$ cat config.mk
export PLATFORM = sky130hd
export DESIGN_NAME = des_block_ctrl_flat
export DESIGN_NICKNAME = d
export VERILOG_FILES = /design/src/rtl/des_ctrl_pkg.sv /design/src/rtl/des_block_ctrl_if.sv /design/src/rtl/des_dv_edge.sv /design/src/rtl/des_block_ctrl.sv /design/src/flat_wrapper.sv
export SDC_FILE = /design/constraint.sdc
export NUM_CORES = 1
export LEC_CHECK = 0
export CAP_MARGIN = 20
export CORE_MARGIN = 2
export CORE_UTILIZATION = 28
export CTS_BUF_LIST = sky130_fd_sc_hd__clkbuf_4 sky130_fd_sc_hd__clkbuf_8
export CTS_CLUSTER_SIZE = 16
export DETAILED_ROUTE_END_ITERATION = 8
export PLACE_DENSITY_LB_ADDON = 0.3
export SYNTH_ARGS = -nofsm -noshare
export SYNTH_HDL_FRONTEND = slang
export SYNTH_SLANG_ARGS = --single-unit
$ cat constraint.sdc
create_clock -name i_clk -period 4.2 [get_ports i_clk]
set_input_delay 1.05 -clock i_clk [delete_from_list [all_inputs] [get_ports i_clk]]
set_output_delay 1.05 -clock i_clk [all_outputs]
set_load 0.05 [all_outputs]
$ cat src/rtl/des_ctrl_pkg.sv
// Shared types and constants for the DES block sequencer.
package des_ctrl_pkg;

  localparam int DES_BLK_W = 64;

  localparam logic MODE_ECB = 1'b0;
  localparam logic MODE_CBC = 1'b1;

  typedef enum logic [2:0] {
    IDLE  = 3'd0,
    LOAD  = 3'd1,
    ISSUE = 3'd2,
    WAIT  = 3'd3,
    OUT   = 3'd4,
    ERR   = 3'd5
  } state_t;

endpackage

$ cat src/rtl/des_block_ctrl_if.sv
// Plaintext-in / ciphertext-out stream pair between the bus side and the
// DES sequencer. Signal names follow the sequencer's point of view.
interface des_block_ctrl_if;
  import des_ctrl_pkg::*;

  logic [DES_BLK_W-1:0] i_blk_data;
  logic                 i_blk_valid;
  logic                 i_blk_last;
  logic                 o_blk_ready;

  logic [DES_BLK_W-1:0] o_ct_data;
  logic                 o_ct_valid;
  logic                 o_ct_last;
  logic                 i_ct_ready;

  // Bus side: produces plaintext, consumes ciphertext.
  modport master (
    output i_blk_data, i_blk_valid, i_blk_last, i_ct_ready,
    input  o_blk_ready, o_ct_data, o_ct_valid, o_ct_last
  );

  // Sequencer side.
  modport slave (
    input  i_blk_data, i_blk_valid, i_blk_last, i_ct_ready,
    output o_blk_ready, o_ct_data, o_ct_valid, o_ct_last
  );

endinterface

$ cat src/rtl/des_dv_edge.sv
// Rising-edge detector for the core's done flag. The previous value resets
// to 1 so a flag already high when reset releases never reads as an edge.
module des_dv_edge (
  input  logic i_clk,
  input  logic i_rst,
  input  logic i_dv,
  output logic o_rise
);

  logic dv_prev_q;
  logic dv_prev_d;

  // Previous-value tracks the raw flag every cycle, whatever the FSM is doing.
  always_comb begin
    dv_prev_d = i_dv;
  end

  // Previous-value register.
  always_ff @(posedge i_clk) begin
    if (i_rst) begin
      dv_prev_q <= 1'b1;
    end else begin
      dv_prev_q <= dv_prev_d;
    end
  end

  assign o_rise = i_dv & ~dv_prev_q;

endmodule

$ cat src/rtl/des_block_ctrl.sv
// Sequencer between the block stream and a single DES core: one block in
// flight, ECB or CBC chaining, watchdog on the core's completion.
//
//   state | meaning
//   ------+-----------------------------------------------------------
//   IDLE  | no message; i_start latches key/mode/IV
//   LOAD  | ready for the next plaintext block
//   ISSUE | one-cycle o_des_dv pulse to the core, watchdog cleared
//   WAIT  | waiting for a rising edge of the core's dv, watchdog runs
//   OUT   | ciphertext presented until the sink takes it
//   ERR   | core never answered; sticky error, only i_start or reset leave
module des_block_ctrl
  import des_ctrl_pkg::*;
#(
  parameter int TIMEOUT_CYCLES = 1024
) (
  input  logic                 i_clk,
  input  logic                 i_rst,

  des_block_ctrl_if.slave      bus,

  input  logic                 i_start,
  input  logic                 i_mode,
  input  logic [DES_BLK_W-1:0] i_key,
  input  logic [DES_BLK_W-1:0] i_iv,

  output logic                 o_busy,
  output logic                 o_timeout_err,

  output logic [DES_BLK_W-1:0] o_des_cleartext,
  output logic [DES_BLK_W-1:0] o_des_key,
  output logic                 o_des_dv,
  input  logic [DES_BLK_W-1:0] i_des_ciphertext,
  input  logic                 i_des_dv
);

  localparam int CNT_W = $clog2(TIMEOUT_CYCLES + 1);
  localparam logic [CNT_W-1:0] WDOG_LAST = CNT_W'(TIMEOUT_CYCLES - 1);

  state_t               state_q, state_d;
  logic [DES_BLK_W-1:0] key_q,   key_d;
  logic                 mode_q,  mode_d;
  logic [DES_BLK_W-1:0] chain_q, chain_d;
  logic [DES_BLK_W-1:0] clr_q,   clr_d;
  logic [DES_BLK_W-1:0] ct_q,    ct_d;
  logic                 last_q,  last_d;
  logic [CNT_W-1:0]     wdog_q,  wdog_d;
  logic                 err_q,   err_d;

  logic                 dv_rise;

  des_dv_edge u_dv_edge (
    .i_clk  (i_clk),
    .i_rst  (i_rst),
    .i_dv   (i_des_dv),
    .o_rise (dv_rise)
  );

  // Next-state and datapath updates; everything holds unless a state acts.
  always_comb begin
    state_d = state_q;
    key_d   = key_q;
    mode_d  = mode_q;
    chain_d = chain_q;
    clr_d   = clr_q;
    ct_d    = ct_q;
    last_d  = last_q;
    wdog_d  = wdog_q;
    err_d   = err_q;

    unique case (state_q)
      IDLE, ERR: begin
        if (i_start) begin
          key_d   = i_key;
          mode_d  = i_mode;
          chain_d = i_iv;
          err_d   = 1'b0;
          state_d = LOAD;
        end
      end

      LOAD: begin
        if (bus.i_blk_valid) begin
          clr_d   = (mode_q == MODE_CBC) ? (bus.i_blk_data ^ chain_q) : bus.i_blk_data;
          last_d  = bus.i_blk_last;
          state_d = ISSUE;
        end
      end

      ISSUE: begin
        wdog_d  = '0;
        state_d = WAIT;
      end

      WAIT: begin
        // A completion in the same cycle as the timeout still counts.
        if (dv_rise) begin
          ct_d    = i_des_ciphertext;
          chain_d = i_des_ciphertext;
          state_d = OUT;
        end else if (wdog_q == WDOG_LAST) begin
          wdog_d  = wdog_q + CNT_W'(1);
          err_d   = 1'b1;
          state_d = ERR;
        end else begin
          wdog_d  = wdog_q + CNT_W'(1);
        end
      end

      OUT: begin
        if (bus.i_ct_ready) begin
          state_d = last_q ? IDLE : LOAD;
        end
      end

      default: begin
        state_d = IDLE;
      end
    endcase
  end

  // State and datapath registers.
  always_ff @(posedge i_clk) begin
    if (i_rst) begin
      state_q <= IDLE;
      key_q   <= '0;
      mode_q  <= MODE_ECB;
      chain_q <= '0;
      clr_q   <= '0;
      ct_q    <= '0;
      last_q  <= 1'b0;
      wdog_q  <= '0;
      err_q   <= 1'b0;
    end else begin
      state_q <= state_d;
      key_q   <= key_d;
      mode_q  <= mode_d;
      chain_q <= chain_d;
      clr_q   <= clr_d;
      ct_q    <= ct_d;
      last_q  <= last_d;
      wdog_q  <= wdog_d;
      err_q   <= err_d;
    end
  end

  assign bus.o_blk_ready = (state_q == LOAD);
  assign bus.o_ct_valid  = (state_q == OUT);
  assign bus.o_ct_last   = (state_q == OUT) & last_q;
  assign bus.o_ct_data   = ct_q;

  assign o_des_dv        = (state_q == ISSUE);
  assign o_des_cleartext = clr_q;
  assign o_des_key       = key_q;
  assign o_busy          = (state_q != IDLE);
  assign o_timeout_err   = err_q;

endmodule
$ cat src/flat_wrapper.sv
// flat-port wrapper written by rule: the top's interface ports become plain ports
module des_block_ctrl_flat import des_ctrl_pkg::*;
#(
  parameter int TIMEOUT_CYCLES = 1024
)
  (i_clk, i_rst, i_start, i_mode, i_key, i_iv, o_busy, o_timeout_err, o_des_cleartext, o_des_key, o_des_dv, i_des_ciphertext, i_des_dv, bus_i_blk_data, bus_i_blk_valid, bus_i_blk_last, bus_i_ct_ready, bus_o_blk_ready, bus_o_ct_data, bus_o_ct_valid, bus_o_ct_last);
  des_block_ctrl_if bus_i ();
  input  logic i_clk;
  input  logic i_rst;
  input  logic i_start;
  input  logic i_mode;
  input  logic [DES_BLK_W-1:0] i_key;
  input  logic [DES_BLK_W-1:0] i_iv;
  output logic o_busy;
  output logic o_timeout_err;
  output logic [DES_BLK_W-1:0] o_des_cleartext;
  output logic [DES_BLK_W-1:0] o_des_key;
  output logic o_des_dv;
  input  logic [DES_BLK_W-1:0] i_des_ciphertext;
  input  logic i_des_dv;
  input wire logic [$bits(bus_i.i_blk_data)-1:0] bus_i_blk_data;
  input wire logic [$bits(bus_i.i_blk_valid)-1:0] bus_i_blk_valid;
  input wire logic [$bits(bus_i.i_blk_last)-1:0] bus_i_blk_last;
  input wire logic [$bits(bus_i.i_ct_ready)-1:0] bus_i_ct_ready;
  output wire logic [$bits(bus_i.o_blk_ready)-1:0] bus_o_blk_ready;
  output wire logic [$bits(bus_i.o_ct_data)-1:0] bus_o_ct_data;
  output wire logic [$bits(bus_i.o_ct_valid)-1:0] bus_o_ct_valid;
  output wire logic [$bits(bus_i.o_ct_last)-1:0] bus_o_ct_last;
  assign bus_i.i_blk_data = bus_i_blk_data;
  assign bus_i.i_blk_valid = bus_i_blk_valid;
  assign bus_i.i_blk_last = bus_i_blk_last;
  assign bus_i.i_ct_ready = bus_i_ct_ready;
  assign bus_o_blk_ready = bus_i.o_blk_ready;
  assign bus_o_ct_data = bus_i.o_ct_data;
  assign bus_o_ct_valid = bus_i.o_ct_valid;
  assign bus_o_ct_last = bus_i.o_ct_last;
  des_block_ctrl #(.TIMEOUT_CYCLES(TIMEOUT_CYCLES)) u_core (.i_clk(i_clk), .i_rst(i_rst), .bus(bus_i), .i_start(i_start), .i_mode(i_mode), .i_key(i_key), .i_iv(i_iv), .o_busy(o_busy), .o_timeout_err(o_timeout_err), .o_des_cleartext(o_des_cleartext), .o_des_key(o_des_key), .o_des_dv(o_des_dv), .i_des_ciphertext(i_des_ciphertext), .i_des_dv(i_des_dv));
endmodule
# Word level (Yosys, flattened, before mapping)
# Cells that the tools add are included.
[word_totals]
register_bits = 274
input_bits = 264
wordCells = 57
out_inout_bits = 198
[op_classes]
bitwise_logic = 4
n_addsub = 1
reduce_logical = 12
n_eq_ne = 13
muxes = 17
[op_table]
columns = ["operator", "count"]
rows = [
  ["$mux W64", 3],
  ["$pmux W64 S2", 1],
  ["$xor A64 B64 Y64", 1],
  ["$pmux W11 S2", 1],
  ["$mux W3", 5],
  ["$pmux W3 S5", 1],
  ["$add A11 B1 Y11 const B", 1],
  ["$eq A11 B10 Y1 const B", 1],
  ["$mux W11", 1],
  ["$ne A2 B2 Y1 const B", 4],
  ["$reduce_and A2 Y1", 4],
  ["$reduce_and A4 Y1", 2],
  ["$eq A3 B2 Y1 const B", 2],
  ["$eq A3 B3 Y1 const B", 2],
  ["$mux W1", 4],
  ["$ne A2 B1 Y1 const B", 2],
  ["$reduce_bool A2 Y1", 2],
  ["$eq A3 B1 Y1 const B", 1],
  ["$logic_not A3 Y1", 1],
  ["$ne A3 B1 Y1 const B", 1],
  ["$reduce_and A3 Y1", 1],
  ["$reduce_bool A3 Y1", 1],
  ["$and A1 B1 Y1", 2],
  ["$pmux W1 S2", 1],
  ["other kinds (2)", 2],
]

# Depth between registers and ports, before layout
[depth]
word_depth = 4
mapped_depth = 6

# Cells and area by module
# A second synthesis with hierarchy kept.
[unflattened]
hier_cells = 1296
area_unflattened_um2 = 11279.6
[by_module_without_submodules]
columns = ["mod", "n_inst", "cells_each", "seq_area_each_um2", "area_each_um2"]
rows = [
  ["des_block_ctrl", 1, 1293, 5465.2, 11247.0],
  ["des_dv_edge", 1, 3, 20.0, 32.5],
]

# Least setup slack after synthesis
# No wires, ideal clock.
[synth_timing]
path_type = "register -> output"
startpoint = "register u_core.state_q[0]"
endpoint = "output bus_o_blk_ready"
path_stages_with_launch = 2
slack_ns = 1.566
t_arrival_ns = 1.584
path_cell_list = "dfxtp_1 nor3b_1"
[synth_via]
elab_chain_len = 1
[synth_lines]
columns = ["item", "line_no", "text"]
rows = [
  ["start: declaration", "des_block_ctrl.sv:40", "state_t state_q, state_d;"],
  ["start signal: assignment", "des_block_ctrl.sv:135", "state_q <= state_d;"],
  ["$eq A3 B1 Y1", "des_block_ctrl.sv:147", "assign bus.o_blk_ready = (state_q == LOAD);"],
  ["end: declaration", "flat_wrapper.sv:25", "output wire logic [$bits(bus_i.o_blk_ready)-1:0] bus_o_blk_ready;"],
]
# Every way passes these cells.

# Final worst setup path
[layout_timing]
startpoint = "register u_core.state_q[1]"
endpoint = "output o_des_dv"
[layout_via]
elab_chain_len = 1
[layout_lines]
columns = ["item", "line_no", "text"]
rows = [
  ["$eq A3 B2 Y1", "des_block_ctrl.sv:152", "assign o_des_dv = (state_q == ISSUE);"],
  ["end: declaration", "flat_wrapper.sv:18", "output logic o_des_dv;"],
]
# Every way passes these cells.

==> flow_metrics.py <==
metrics = {
    "clocking": {
        "cts_buffers": 49,
        "post_cts_buffers": 0,
        "h-tree-depth": 2,
        "cts_tree": "yes",
        "clk_path_buf_depth": 3,
        "cts.sinks": 274,
        "cts_resized": 0,
        "clk_latency_ns": 0.60,
        "path_clk_slew_ns": 0.06,
        "root_buffer": "clkbuf_8",
        "cts_hold_buffers": 0,
    },
    "global_routing": {
        "antenna_found_initial": 1,
        "grt_usage": 0.183,
        "grt_max_degree": 147,
        "first_global_vias": 10300,
        "grt-ovfl-total": 0,
        "grt_pass1_wl_mm": 58.5,
    },
    "setup_path": {
        "reg2regPathDepth": 5,
        "path_max_fanout": 15,
        "worst_r2r_startpoint": "u_core.state_q[0]",
        "critPathTopFamily": "buffers and inverters",
        "crit_path_end": "o_des_dv",
        "cp-start-kind": "flop",
        "crit_chain": "nand2b_1 -> nor2_1 -> clkdlybuf4s50_1",
        "startpoint": "u_core.state_q[1]",
        "path_depth": 3,
        "required_ns": 3.15,
        "critPathKind": "flop to output port",
        "critical_path_buf_inv_count": 1,
        "arrival_ns": 2.64,
        "rrSetupSlack_ns": 1.63,
        "worst_path_max_delay_cell": "clkdlybuf4s50_1",
        "max_stage_delay_ns": 0.84,
        "rr_endpoint": "u_core.o_des_key[38]",
        "endpoint_kind": "output port",
    },
    "timing": {
        "rsz0062_at_grt": "no",
        "hold_viol": 0,
        "finalSetupViolCount": 0,
        "layout_setup_ws_ns": 0.512,
        "skew_ns": 0.0214,
        "period_needed_ns": 3.69,
        "drv_slew": 0,
        "fmax_mhz": 271,
        "worst_slew_pin_slew_ns": 1.07,
        "finalSetupTns_ns": 0,
        "relSlewSlack": 0.286,
        "period_share": 0.878,
    },
    "placement": {
        "pre_cts_ws_ns": 0.989,
        "place_congestion": 0.841,
        "numPortBuffers": 461,
        "dp_hpwl_mm": 27.4,
    },
    "pwr": {
        "ir_worst_vdd_uv": 214,
        "finalPower_w": 0.00849,
        "p_leak_nw": 6.25,
        "powerDensity_nw_per_um2": 498,
    },
    "drt": {
        "antenna_left": 0,
        "dr_total_vias": 10400,
        "drt_iter0_drc": 408,
        "avgViaCountPerCell": 4.57,
        "wl_mm": 38.4,
        "first_pass_iters": 4,
        "wl_per_cell_um": 16.8,
        "route.detailed.drc": 0,
    },
    "layout": {
        "nNetsFinal": 2003,
        "layout_commonest_cell": "clkdlybuf4s50_1",
        "drive_gt1_frac": 0.0623,
        "final_cell_mix": "clkdlybuf4s50_1 (460), nand2_1 (328), dfxtp_1 (273)",
        "syn_to_final_growth_pct": 54.7,
    },
    "run": {
        "max_cap_violations": 0,
    },
    "synthesis": {
        "synth_nets": 1579,
        "yosysUniqueCellTypes": 38,
        "yosysSeqAreaShare": 0.498,
        "ys_ff_latch": 274,
        "synth.avg_cell_area_um2": 8.38,
        "synthCells": 1314,
        "netlist_area_um2": 11000,
        "ys_warn_count": 0,
    },
    "min_path": {
        "hp-class": "flop to flop",
    },
    "die": {
        "row_count": 72,
        "io_pins": 462,
        "fp.dieH_um": 202,
        "die-area_um2": 40900,
        "core_area_um2": 38700,
        "die_w_um": 202,
        "start_util": 0.284,
    },
    "run_status": {
        "status": "finished clean",
    },
}
registers in the layout (all words and copies together) (netlist names):
| name | cells |
|---|---|
| u_core.u_dv_edge.dv_prev_q | 1 |
| u_core.o_des_key | 64 |
| u_core.last_q | 1 |
| u_core.mode_q | 1 |
| u_core.o_des_cleartext | 64 |
| u_core.o_timeout_err | 1 |
| u_core.chain_q | 64 |
| u_core.bus.o_ct_data | 64 |
| u_core.state_q | 3 |
| u_core.wdog_q | 11 |
worst reg2reg max path: stages (launching register included):
cell and delay, ns:
dfxtp_1 0.66, xor2_1 0.43, or2_2 0.73, buf_4 0.40, nand2_1 0.10, a21oi_1 0.15
cell usage after synthesis:
master / count / area, um2
nor2_1: 141 / 529
xor2_1: 67 / 587
nand2_1: 328 / 1230
o21ai_0: 7 / 35.0
and3b_1: 1 / 8.76
nand3b_1: 1 / 7.51
dfxtp_1: 274 / 5490
nor3_1: 2 / 10.0
buf_2: 18 / 90.1
or4b_4: 1 / 13.8
ha_1: 1 / 12.5
or4_4: 1 / 11.3
o21bai_1: 1 / 7.51
or3_1: 6 / 37.5
or2_2: 4 / 25.0
o22ai_1: 1 / 6.26
xnor2_1: 3 / 26.3
nand4_1: 3 / 18.8
and4_1: 1 / 8.76
buf_1: 10 / 37.5
nor3b_1: 1 / 7.51
nor2b_1: 4 / 25.0
o21a_1: 1 / 7.51
buf_6: 1 / 11.3
inv_1: 2 / 7.51
clkbuf_1: 75 / 282
a211oi_1: 130 / 976
a21oi_1: 142 / 711
nand3_1: 5 / 25.0
a311oi_1: 1 / 8.76
and2_1: 2 / 12.5
a21o_1: 1 / 7.51
o31ai_1: 1 / 7.51
nand2b_1: 5 / 31.3
or4b_2: 1 / 10.0
and3_1: 2 / 12.5
mux2i_1: 67 / 671
nor4_1: 2 / 12.5
how the worst min path moves through the flow:
| stage | startpoint | to | depth (start not counted) |
|---|---|---|---|
| 4_1_cts | u_core.bus.o_ct_data[28] | u_core.bus.o_ct_data[28] | 2 |
| 5_1_grt | u_core.bus.o_ct_data[8] | u_core.bus.o_ct_data[8] | 2 |
| 6_report | u_core.o_des_key[51] | u_core.o_des_key[51] | 2 |
| 3_5_place_dp | u_core.o_des_key[51] | u_core.o_des_key[51] | 2 |
| 2_1_floorplan | u_core.wdog_q[9] | u_core.wdog_q[9] | 2 |
| 3_3_place_gp | u_core.o_des_key[25] | u_core.o_des_key[25] | 2 |
per-layer routing:
metal	up-vias	GRT usage	part of all wire
li1	5297	-	-
met3	55	0.0674	0.095
met5	-	0	0
met2	391	0.299	0.46
met4	0	0.0683	0.024
met1	4702	0.219	0.42
layout make-up:
cell class	instances	area, um2
diodes	1	2.50
clock buffers	72	891
clock inverters	8	50.0
fillers	3869	21700
inverters	2	7.51
multi-input cells	934	5140
flip-flops and latches	274	5490
well taps	518	648
repair buffers	477	4810
stage by stage:
stage	area (um2)	utilization	instances	hold WS [ns]
after floorplan	11000	-	1314	0.459
after global placement	16100	0.416	2205	0.441
after detailed placement	16100	0.416	2205	0.448
after CTS	17000	0.440	2285	0.454
after global routing	17000	0.440	2286	0.472
final	17000	0.440	2286	0.452
cell families (layout without fill, tap and decap cells):
group,count (synthesis),in the layout,synth area share
DFF,274,274,0.498
xor gates and xnor gates,70,70,0.0557
and+or+nand+nor,511,511,0.185
other,0,1,0
AOI/OAI and AO/OA,285,285,0.160
buffers and inverters,106,559,0.0389
adders and majority gates,1,1,0.00114
muxes,67,67,0.0609
where the power goes:
group / internal, W / switching (W)
clock: 0.00135 / 0.00110
combinational: 0.00105 / 0.00175
sequential: 0.00299 / 0.000240
total: 0.00539 / 0.00310
(Power assumes the default switching activity.)
